--- config.mk ---
export PLATFORM = sky130hd
export DESIGN_NAME = imm_gen
export DESIGN_NICKNAME = d
export VERILOG_FILES = /design/src/rtl/imm_pkg.sv /design/src/rtl/imm_ext.sv /design/src/rtl/imm_gen.sv
export SDC_FILE = /design/constraint.sdc
export NUM_CORES = 1
export LEC_CHECK = 0
export BUFFER_PORTS_ARGS = -buffer_cell sky130_fd_sc_hd__clkbuf_2
export CORE_MARGIN = 2
export CORE_UTILIZATION = 31
export DETAILED_ROUTE_END_ITERATION = 7
export PLACE_DENSITY = 0.79
export SLEW_MARGIN = 20
export SYNTH_ARGS = -nofsm -noshare
export SYNTH_HDL_FRONTEND = slang
export SYNTH_SLANG_ARGS = --single-unit
--- constraint.sdc ---
create_clock -name clk -period 1.2 [get_ports clk]
set_input_delay 0.18 -clock clk [delete_from_list [all_inputs] [get_ports clk]]
set_output_delay 0.18 -clock clk [all_outputs]
set_load 0.02 [all_outputs]
--- src/rtl/imm_pkg.sv ---
// Shared constants for the immediate generator: default field widths and the
// legal range of output register stages. The optional prefix feature is
// enabled by defining IMM_GEN_PREFIX_EN.
package imm_pkg;

    // Default widths
    localparam int unsigned DATA_W_DEF  = 16;
    localparam int unsigned IMM_A_W_DEF = 5;
    localparam int unsigned IMM_B_W_DEF = 8;
    localparam int unsigned PFX_W_DEF   = 11;

    // Output register stages and their legal range
    localparam int unsigned PIPE_DEF = 1;
    localparam int unsigned PIPE_MIN = 1;
    localparam int unsigned PIPE_MAX = 2;

endpackage

--- src/rtl/imm_ext.sv ---
// Combinational immediate builder: picks the short or long field, then either
// sign/zero-extends it or appends it below a latched prefix payload.
module imm_ext
    import imm_pkg::*;
#(
    parameter int unsigned DATA_W  = DATA_W_DEF,
    parameter int unsigned IMM_A_W = IMM_A_W_DEF,
    parameter int unsigned IMM_B_W = IMM_B_W_DEF,
    parameter int unsigned PFX_W   = PFX_W_DEF
) (
    input  logic [IMM_A_W-1:0] imm_a,
    input  logic [IMM_B_W-1:0] imm_b,
    input  logic               sel_b,
    input  logic               zext,
    input  logic               use_pfx,
    input  logic [PFX_W-1:0]   pfx_val,
    output logic [DATA_W-1:0]  ext_c
);

    // Wide enough to hold prefix << longest field plus a full output word,
    // so every variant is formed without intermediate truncation.
    localparam int unsigned WIDE_W = PFX_W + IMM_B_W + DATA_W;

    logic [WIDE_W-1:0] field_z_c;
    logic [WIDE_W-1:0] field_s_c;
    logic [WIDE_W-1:0] pfx_shift_c;
    logic [WIDE_W-1:0] wide_c;

    // Field select, extension and prefix concatenation
    always_comb begin
        field_z_c   = '0;
        field_s_c   = '0;
        pfx_shift_c = '0;
        wide_c      = '0;
        if (sel_b) begin
            field_z_c   = WIDE_W'(imm_b);
            field_s_c   = WIDE_W'($signed(imm_b));
            pfx_shift_c = WIDE_W'(pfx_val) << IMM_B_W;
        end else begin
            field_z_c   = WIDE_W'(imm_a);
            field_s_c   = WIDE_W'($signed(imm_a));
            pfx_shift_c = WIDE_W'(pfx_val) << IMM_A_W;
        end
        // A prefixed immediate always takes the field unsigned; zext is moot
        if (use_pfx) begin
            wide_c = pfx_shift_c | field_z_c;
        end else if (zext) begin
            wide_c = field_z_c;
        end else begin
            wide_c = field_s_c;
        end
    end

    assign ext_c = DATA_W'(wide_c);

endmodule

--- src/rtl/imm_gen.sv ---
// Immediate generator: decode-slot immediate extension with an optional
// prefix register (enabled by defining IMM_GEN_PREFIX_EN) and PIPE output
// register stages (1 or 2). Synchronous active-high reset.
module imm_gen
    import imm_pkg::*;
#(
    parameter int unsigned DATA_W  = DATA_W_DEF,
    parameter int unsigned IMM_A_W = IMM_A_W_DEF,
    parameter int unsigned IMM_B_W = IMM_B_W_DEF,
    parameter int unsigned PFX_W   = PFX_W_DEF,
    parameter int unsigned PIPE    = PIPE_DEF
) (
    input  logic               clk,
    input  logic               rst,
    input  logic               valid_in,
    input  logic [IMM_A_W-1:0] imm_a,
    input  logic [IMM_B_W-1:0] imm_b,
    input  logic               sel_b,
    input  logic               zext,
    input  logic               pfx_load,
    input  logic [PFX_W-1:0]   pfx_data,
    input  logic               stall,
    input  logic               flush,
    input  logic               err_clr,
    output logic [DATA_W-1:0]  out,
    output logic               out_valid,
    output logic               pfx_pending,
    output logic               pfx_orphan
);

    logic              accept_c;
    logic              use_pfx_c;
    logic [PFX_W-1:0]  pfx_val_c;
    logic [DATA_W-1:0] ext_c;

`ifdef IMM_GEN_PREFIX_EN
    logic [PFX_W-1:0] pfx_reg;

    // A prefix slot never carries an immediate of its own
    assign accept_c  = valid_in & ~pfx_load & ~stall & ~flush;
    assign use_pfx_c = pfx_pending;
    assign pfx_val_c = pfx_reg;

    // Prefix latch, pending flag and sticky orphan flag
    always_ff @(posedge clk) begin
        if (rst) begin
            pfx_reg     <= '0;
            pfx_pending <= 1'b0;
            pfx_orphan  <= 1'b0;
        end else if (flush) begin
            pfx_pending <= 1'b0;
            if (pfx_pending) begin
                pfx_orphan <= 1'b1;
            end else if (err_clr) begin
                pfx_orphan <= 1'b0;
            end
        end else if (!stall) begin
            if (pfx_load) begin
                pfx_reg     <= pfx_data;
                pfx_pending <= 1'b1;
            end else if (valid_in) begin
                pfx_pending <= 1'b0;
            end
            if (err_clr) begin
                pfx_orphan <= 1'b0;
            end
        end
    end
`else
    logic unused_pfx_c;

    assign accept_c     = valid_in & ~stall & ~flush;
    assign use_pfx_c    = 1'b0;
    assign pfx_val_c    = '0;
    assign pfx_pending  = 1'b0;
    assign pfx_orphan   = 1'b0;
    assign unused_pfx_c = ^{pfx_load, pfx_data, err_clr};
`endif

    imm_ext #(
        .DATA_W  (DATA_W),
        .IMM_A_W (IMM_A_W),
        .IMM_B_W (IMM_B_W),
        .PFX_W   (PFX_W)
    ) u_ext (
        .imm_a   (imm_a),
        .imm_b   (imm_b),
        .sel_b   (sel_b),
        .zext    (zext),
        .use_pfx (use_pfx_c),
        .pfx_val (pfx_val_c),
        .ext_c   (ext_c)
    );

    generate
        if (PIPE >= PIPE_MAX) begin : g_pipe2
            logic              s1_valid;
            logic [DATA_W-1:0] s1_data;

            // Two-stage output pipeline; data regs only load with a valid beat
            always_ff @(posedge clk) begin
                if (rst) begin
                    s1_valid  <= 1'b0;
                    s1_data   <= '0;
                    out_valid <= 1'b0;
                    out       <= '0;
                end else if (flush) begin
                    s1_valid  <= 1'b0;
                    out_valid <= 1'b0;
                end else if (!stall) begin
                    s1_valid  <= accept_c;
                    if (accept_c) begin
                        s1_data <= ext_c;
                    end
                    out_valid <= s1_valid;
                    if (s1_valid) begin
                        out <= s1_data;
                    end
                end
            end
        end else begin : g_pipe1
            // Single output stage; out holds its last value between beats
            always_ff @(posedge clk) begin
                if (rst) begin
                    out_valid <= 1'b0;
                    out       <= '0;
                end else if (flush) begin
                    out_valid <= 1'b0;
                end else if (!stall) begin
                    out_valid <= accept_c;
                    if (accept_c) begin
                        out <= ext_c;
                    end
                end
            end
        end
    endgenerate

endmodule

==> results of run 1 <==
cell usage in the layout, fill, tap and decap left out:
master and count:
a211oi_1 4, a211oi_2 5, buf_4 3, clkbuf_2 36, clkbuf_4 3, clkbuf_8 1
conb_1 2, dfxtp_1 10, inv_1 1, mux2i_1 6, nand2_1 3, nor2_1 9
nor3_1 1, nor3b_4 1, o31a_2 1, or2_2 1
layout make-up:
| type | instances | area (sq um) |
|---|---|---|
| fill | 180 | 980 |
| multi-input combinational | 33 | 245 |
| timing repair buffer | 39 | 203 |
| sequential | 10 | 200 |
| clock buffer | 4 | 36.3 |
| tap | 17 | 21.3 |
| inverter | 1 | 3.75 |
power by group through the flow:
stage | Combinational, uW | Clock [uW] | Sequential [uW]
finish | 176 | 300 | 359
global route | 194 | 328 | 361
CTS | 179 | 312 | 359
detailed placement | 179 | 0 | 367
global placement | 175 | 0 | 366
floorplan | 109 | 0 | 387
registers in the layout, indices dropped and copies added, names as in the netlist:
signal,cells
out,9
out_valid,1
through the flow:
stage	cells	hold WS [ns]	power, uW	instance area, sq um
after global placement	100	0.405	541	673
after floorplan	56	0.259	496	543
after CTS	104	0.127	850	709
final	104	0.133	835	709
after global routing	104	0.123	882	709
after detailed placement	100	0.407	546	673
kinds of logic (layout without fill, tap and decap cells):
logic type | count (synthesis) | after routing
flip-flops | 10 | 10
AO/OA/AOI/OAI | 10 | 10
multiplexers | 6 | 6
AND/OR/NAND/NOR | 15 | 15
buffers and inverters | 13 | 44
other | 1 | 2
routing by layer:
layer | wire length, um | share of wire, % | vias up
met5 | 0 | 0 | -
met4 | 0 | 0 | 0
met3 | 91 | 8.3 | 0
met2 | 546 | 50 | 27
met1 | 459 | 42 | 218
li1 | - | - | 243
final timing paths:
kind	slack [ns]	cells past startpoint	end	start
setup / recovery	0.10	1	out[8]	out[14]
setup reg to reg	0.39	2	out[14]	out[14]
hold / removal	0.13	2	out_valid	flush
hold reg to reg	0.51	2	out[0]	out[0]
==> out/metrics.yaml, run 1 <==
outcome:
  outcome: "finished clean"
global_route:
  grt_use_total_pct: 11.4
  global_route.overflow_total: 0
  antenna_found_initial: 0
  globalRouteMet1Util_pct: 12.8
  grt_util_met3_pct: 3.57
  grt_pass1_vias: 446
  top_usage_layer: "met2"
  grt_start_max_net_pins: 11
  grt_first_pass_wirelength_um: 1730
  groute.layer.met2.usage_pct: 19.7
worst_setup_path:
  path_max_fanout: 9
  timing.critical_path.cells: "clkbuf_2"
  cpLargestDelayFamily: "flip-flops"
  cp_data_arrival_time_ns: 0.92
  setup.worst_path.start_class: "flop"
  worst-path-buf-inv: 1
  slowest_delay_ns: 0.45
  data_required_critical_path_ns: 1.02
  cpMaxStageDelayCell: "dfxtp_1"
  crit_path_end_kind: "output port"
  path_class: "reg -> out"
placement:
  place_ws_ns: 0.0320
  hpwlAfterDp_um: 926
  placement.io_buffers: 36
  gpl.final_weighted_congestion: 0.568
cts:
  ctsLongestPathBuffers: 2
  postCtsHoldBufs: 0
  ctsResizeCount: 0
  postCtsSetupBuffers: 0
  htreeDepth: 1
  cts-buffers-inserted: 3
  cts-root-buf: "clkbuf_4"
  clock_sink_count: 10
  clkSlewWorstSetupHoldPaths_ns: 0.07
  clock_insertion_delay_at_the_later_pin_of_the_skew_report_ns: 0.26
  tritoncts: "built"
die:
  start_util_pct: 31.9
  die_x_um: 45.7
  num_rows: 15
  fp.dieArea_sq_mm: 0.00209
  die_h_um: 45.7
  pin_count: 52
  floorplan.core_area_sq_mm: 0.00169
yosys:
  combinational_family_with_the_most_area_after_synthesis: "compound AO/OA/AOI/OAI gates"
  fraction_of_the_mapped_netlist_area_in_compound_gates_pct: 19.0
  synth_top_cell_by_area: "dfxtp_1"
  synth.top_cells.by_count: "10 x dfxtp_1, 9 x buf_4, 9 x nor2_1, 6 x mux2i_1, 5 x a211oi_2"
  yosys.area.top_type_share_pct: 37.1
  yosysMostFrequentCell: "dfxtp_1"
  yosys.area_share.simple_pct: 13.9
  muxShareOfSynthArea_pct: 11.1
  syn_avg_cell_area_sq_um: 9.80
  yosys_register_bits: 10
  synth-main-ff-cell: "dfxtp_1"
  yosysWarningCount: 0
  yosys.area_share.xor_xnor_pct: 0
  syn-instance-count: 55
  async_flop_share_pct: 0
  synth_enable_flop_cells: 0
  post_synthesis_instance_area_sq_um: 539
  synth-seq-area-share_pct: 37.1
  adder_cell_fraction_of_synth_area_pct: 0
  ys_top_cells_by_area: "dfxtp_1 37%, buf_4 13%, a211oi_2 12%"
  ys_types: 15
layout:
  syn_to_final_growth_pct: 31.6
  final_layout_size_suffix_gt1_share_pct: 58.6
  num_antenna_cells: 0
  finish.utilization_pct: 42.0
  final_nets: 121
power_and_ir_drop:
  power_switching_uw: 229
  vdd_drop_max_mv: 0.479
  power_leakage_uw: 0.000360
  comb_power_share_pct: 21.1
  power_switching_share_pct: 27.4
  clock_power_share_pct: 35.9
  cellPowerDensity_mw_per_mm2: 1180
  power_report.internal_total_uw: 606
  power.sequential.fraction_pct: 42.9
detailed_routing:
  via_count: 488
  drt-total-wl_um: 1100
  drt-vias-per-instance: 4.69
  dr.pass1.iters: 3
  detail-route-antenna-nets: 0
  wl_per_cell_um: 10.5
  drt_drc_violations_left: 0
  detail_route.iter0.violations: 2
worst_hold_path:
  hold_path_class: "in -> reg"
job:
  cap_violations: 0
sta:
  setup_total_negative_slack_ns: 0
  final_cycle_share_pct: 91.5
  grt_setup_unrepaired: "false"
  timing.fmax_mhz: 910
  finalHoldViolations: 0
  clock-skew-final_ns: 0
  final-max-slew-violation-count: 0
  final_critical_path_setup_slack_ns: 0.101
  timing.final.setup_violations: 0
  period_minus_slack_ns: 1.10
No activity file was read; power rests on OpenSTA's default activity.
==> inputs of run 2 (changes only) <==
--- a/config.mk
+++ b/config.mk
@@ -6,6 +6,7 @@
 export NUM_CORES = 1
 export LEC_CHECK = 0
 export BUFFER_PORTS_ARGS = -buffer_cell sky130_fd_sc_hd__clkbuf_2
+export CORE_ASPECT_RATIO = 1.1
 export CORE_MARGIN = 2
 export CORE_UTILIZATION = 31
 export DETAILED_ROUTE_END_ITERATION = 7
==> run 2 against run 1 <==
Compared with the run above:
- non-clock buffer count is the same
- design area grew 0.18%
- die area is essentially flat
- flip-flop and latch count is the same
- sequential power is essentially flat
- critical endpoint is now out[12]
- highest routed layer unchanged
==> out/metrics.yaml, run 2 (synthesis gave the netlist of run 1 again) <==
outcome:
  outcome: "finished clean"
power_and_ir_drop:
  vdd_drop_max_mv: 0.653
  power_report.internal_total_uw: 608
  comb_power_share_pct: 21.0
  cellPowerDensity_mw_per_mm2: 1180
  power_switching_uw: 234
  clock_power_share_pct: 36.4
  power_switching_share_pct: 27.8
  power_leakage_uw: 0.000360
  power.sequential.fraction_pct: 42.6
worst_setup_path:
  path_max_fanout: 9
  slowest_delay_ns: 0.39
  worst-path-buf-inv: 1
  cp_data_arrival_time_ns: 0.85
  data_required_critical_path_ns: 1.02
  cpLargestDelayFamily: "flip-flops"
  crit_path_end_kind: "output port"
  timing.critical_path.cells: "clkbuf_2"
  cpMaxStageDelayCell: "dfxtp_2"
  setup.worst_path.start_class: "flop"
  path_class: "reg -> out"
global_route:
  globalRouteMet1Util_pct: 11.9
  antenna_found_initial: 0
  grt_pass1_vias: 425
  global_route.overflow_total: 0
  top_usage_layer: "met2"
  grt_start_max_net_pins: 11
  grt_use_total_pct: 12.3
  grt_first_pass_wirelength_um: 1730
  groute.layer.met2.usage_pct: 21.2
  grt_util_met3_pct: 6.79
detailed_routing:
  wl_per_cell_um: 10.5
  via_count: 478
  dr.pass1.iters: 1
  drt-total-wl_um: 1090
  detail_route.iter0.violations: 0
  drt-vias-per-instance: 4.60
  drt_drc_violations_left: 0
  detail-route-antenna-nets: 0
die:
  floorplan.core_area_sq_mm: 0.00160
  num_rows: 15
  fp.dieArea_sq_mm: 0.00209
  start_util_pct: 33.8
  die_x_um: 43.8
  die_h_um: 47.7
  pin_count: 52
layout:
  num_antenna_cells: 0
  largest_register_ff_count: 9
  layout.cells.most_common: "clkbuf_2"
  syn_to_final_growth_pct: 31.8
  reg_top3: "out x9, out_valid x1"
  final_nets: 121
  registers.top_by_ff_count: "out"
  final_layout_size_suffix_gt1_share_pct: 59.8
  final.fill_count: 155
  finish.utilization_pct: 44.5
  final_cells: 104
  layout.cells.most_common_list: "36 x clkbuf_2, 9 x nor2_1, 9 x dfxtp_1, 6 x mux2i_1, 5 x a211oi_2"
cts:
  clock_sink_count: 10
  clock_insertion_delay_at_the_later_pin_of_the_skew_report_ns: 0.26
  ctsResizeCount: 0
  cts-buffers-inserted: 3
  tritoncts: "built"
  postCtsHoldBufs: 0
  postCtsSetupBuffers: 0
  ctsLongestPathBuffers: 2
  cts-root-buf: "clkbuf_4"
  clkSlewWorstSetupHoldPaths_ns: 0.07
  htreeDepth: 1
sta:
  grt_setup_unrepaired: "false"
  timing.fmax_mhz: 973
  clock-skew-final_ns: 0
  timing.final.setup_violations: 0
  final-max-slew-violation-count: 0
  finalHoldViolations: 0
  final_critical_path_setup_slack_ns: 0.172
  period_minus_slack_ns: 1.03
  setup_total_negative_slack_ns: 0
  final_cycle_share_pct: 85.6
placement:
  gpl.final_weighted_congestion: 0.764
  dp_cells: 100
  placement.io_buffers: 36
  hpwlAfterDp_um: 925
  place_ws_ns: 0.0641
worst_hold_path:
  hold_path_class: "in -> reg"
job:
  cap_violations: 0
==> run 2: cell counts in the layout (fill, tap and decap cells not counted) <==
Identical to the previous run, type by type.
==> run 2: worst paths after layout <==
check | startpoint | endpoint | slack, ns | depth (start not counted)
setup reg to reg | out[14] | out[14] | 0.42 | 2
hold reg to reg | out[0] | out[0] | 0.50 | 2
setup / recovery | out[14] | out[12] | 0.17 | 1
hold / removal | flush | out_valid | 0.12 | 2
==> run 2: worst reg2reg max path, stage by stage (launching register included) <==
cell	delay (ns)
dfxtp_2	0.39
nor2_1	0.07
a211oi_1	0.23
==> run 2: layout make-up <==
cell class              instances  area (sq um)  share of cell area [%]
well taps                      17          21.3                    2.99
multi-input cells              33           245                    34.5
clock buffers                   4          36.3                    5.11
repair buffers                 39           203                    28.5
inverters                       1          3.75                   0.528
flip-flops and latches         10           201                    28.3
==> run 2: power groups by stage <==
stage,clock network [uW],logic (uW),registers (uW)
after floorplan,0,109,387
after global placement,0,175,366
after detailed placement,0,179,367
after CTS,325,179,359
after global routing,345,192,362
final,306,177,359
==> run 2: per-stage QoR <==
stage | total power (uW) | cell area, sq um | hold slack [ns]
2_1_floorplan | 496 | 543 | 0.259
3_3_place_gp | 541 | 673 | 0.406
3_5_place_dp | 545 | 673 | 0.412
4_1_cts | 863 | 709 | 0.113
5_1_grt | 899 | 711 | 0.106
6_report | 842 | 711 | 0.123
==> run 2: per-layer routing <==
metal | wire length, um | part of all wire, % | up-vias
met3 | 125 | 11 | 0
li1 | - | - | 243
met2 | 560 | 51 | 29
met5 | 0 | 0 | -
met1 | 405 | 37 | 206
met4 | 0 | 0 | 0
==> inputs of run 3 (changes only) <==
==> constraint.sdc (replaced) <==
create_clock -name clk -period 1 [get_ports clk]
set_input_delay 0.15 -clock clk [delete_from_list [all_inputs] [get_ports clk]]
set_output_delay 0.15 -clock clk [all_outputs]
set_load 0.02 [all_outputs]
==> run 3 against run 2 <==
Compared with the run above:
- wire length increased by 6.9%
- sequential share of layout area decreased by 0.19 points
- design area increased by 1.9%
==> out/metrics.yaml, run 3 (synthesis gave the netlist of run 1 again) <==
outcome:
  outcome: "finished clean"
layout:
  finish.utilization_pct: 45.4
  registers.top_by_ff_count: "out"
  reg_top3: "out x9, out_valid x1"
  largest_register_ff_count: 9
  final_layout_size_suffix_gt1_share_pct: 60.7
  layout.cells.most_common: "clkbuf_2"
  layout.cells.most_common_list: "31 x clkbuf_2, 9 x nor2_1, 9 x dfxtp_1, 6 x mux2i_1, 6 x buf_4"
  final_nets: 124
  num_antenna_cells: 0
  finalInstanceArea_sq_um: 724
  syn_to_final_growth_pct: 34.3
power_and_ir_drop:
  finalPower_uw: 913
  power_leakage_uw: 0.000371
  cellPowerDensity_mw_per_mm2: 1260
  vdd_drop_max_mv: 0.591
worst_setup_path:
  cpLargestDelayFamily: "flip-flops"
  cpMaxStageDelayCell: "dfxtp_4"
  timing.critical_path.cells: "clkbuf_2"
  path_class: "reg -> out"
  r2r_startpoint: "out[14]"
  slowest_delay_ns: 0.38
  setup.worst_path.start_class: "flop"
  crit_path_end_kind: "output port"
  path_max_fanout: 9
  cp_data_arrival_time_ns: 0.80
  data_required_critical_path_ns: 0.85
  startpoint: "out[14]"
  worst-path-buf-inv: 1
global_route:
  grt_pass1_vias: 445
  antenna_found_initial: 0
  grt_start_max_net_pins: 11
  global_route.overflow_total: 0
  grt_first_pass_wirelength_um: 1860
  grt_use_total_pct: 12.8
worst_hold_path:
  worst_hold_startpoint: "imm_b[6]"
  hold_path_class: "in -> reg"
cts:
  ctsLongestPathBuffers: 2
  cts-buffers-inserted: 3
  ctsResizeCount: 3
  htreeDepth: 1
  cts-root-buf: "clkbuf_4"
  clkSlewWorstSetupHoldPaths_ns: 0.06
  clock_sink_count: 10
  clock_insertion_delay_at_the_later_pin_of_the_skew_report_ns: 0.25
  tritoncts: "built"
  postCtsSetupBuffers: 0
  postCtsHoldBufs: 0
job:
  cap_violations: 0
die:
  die_x_um: 43.8
  pin_count: 52
  floorplan.core_area_sq_mm: 0.00160
  fp.dieArea_sq_mm: 0.00209
  start_util_pct: 33.8
  die_h_um: 47.7
  num_rows: 15
placement:
  hpwlAfterDp_um: 977
  placement.io_buffers: 36
  place_area_sq_um: 696
  gpl.final_weighted_congestion: 0.767
sta:
  period_minus_slack_ns: 0.950
  timing.final.setup_violations: 0
  timing.fmax_mhz: 1050
  clock-skew-final_ns: 0
  grt_setup_unrepaired: "true"
  final_cycle_share_pct: 95.0
  whs_ns: 0.137
  finalHoldViolations: 0
  final-max-slew-violation-count: 0
detailed_routing:
  detail-route-antenna-nets: 0
  drt_drc_violations_left: 0
  via_count: 493
  drt-vias-per-instance: 4.65
  wl_per_cell_um: 11.0
  dr.pass1.iters: 4
  detail_route.iter0.violations: 7
  drt-total-wl_um: 1170
[run 3: changes by cell type in the layout (fill, tap and decap cells not counted), sizes merged]
cell,change
buf,+7
clkbuf,-5
[run 3: worst paths after layout]
path	slack [ns]	to	cells past startpoint
max	0.05	out[14]	1
min	0.14	out[6]	3
max reg2reg	0.25	out[14]	2
min reg2reg	0.50	out[0]	2
[run 3: report_power, final]
group	switching [uW]	internal [uW]
Clock	123	138
Sequential	12.1	417
Combinational	125	97.0
Total	260	653
[run 3: cell type report]
cell class,count,area [sq um]
inverter,1,3.75
clock buffer,3,22.5
sequential,10,204
tap,17,21.3
fill,160,871
multi-input combinational,33,245
timing repair buffer,42,228
[run 3: layer usage]
| layer | part of all wire, % | global-route usage, % | vias up |
|---|---|---|---|
| met5 | 0 | 0 | - |
| met4 | 0 | 7.27 | 0 |
| met3 | 9.6 | 4.91 | 0 |
| met2 | 53 | 23.8 | 25 |
| met1 | 38 | 12.2 | 218 |
| li1 | - | - | 250 |
[run 3: per-stage QoR]
step,cells,TNS (ns),worst slack (ns)
4_1_cts,106,0,0.0265
3_5_place_dp,103,-0.246,-0.0733
5_1_grt,106,-0.00131,-0.000780
3_3_place_gp,103,-0.333,-0.0692
2_1_floorplan,56,0,0.110
6_report,106,0,0.0503
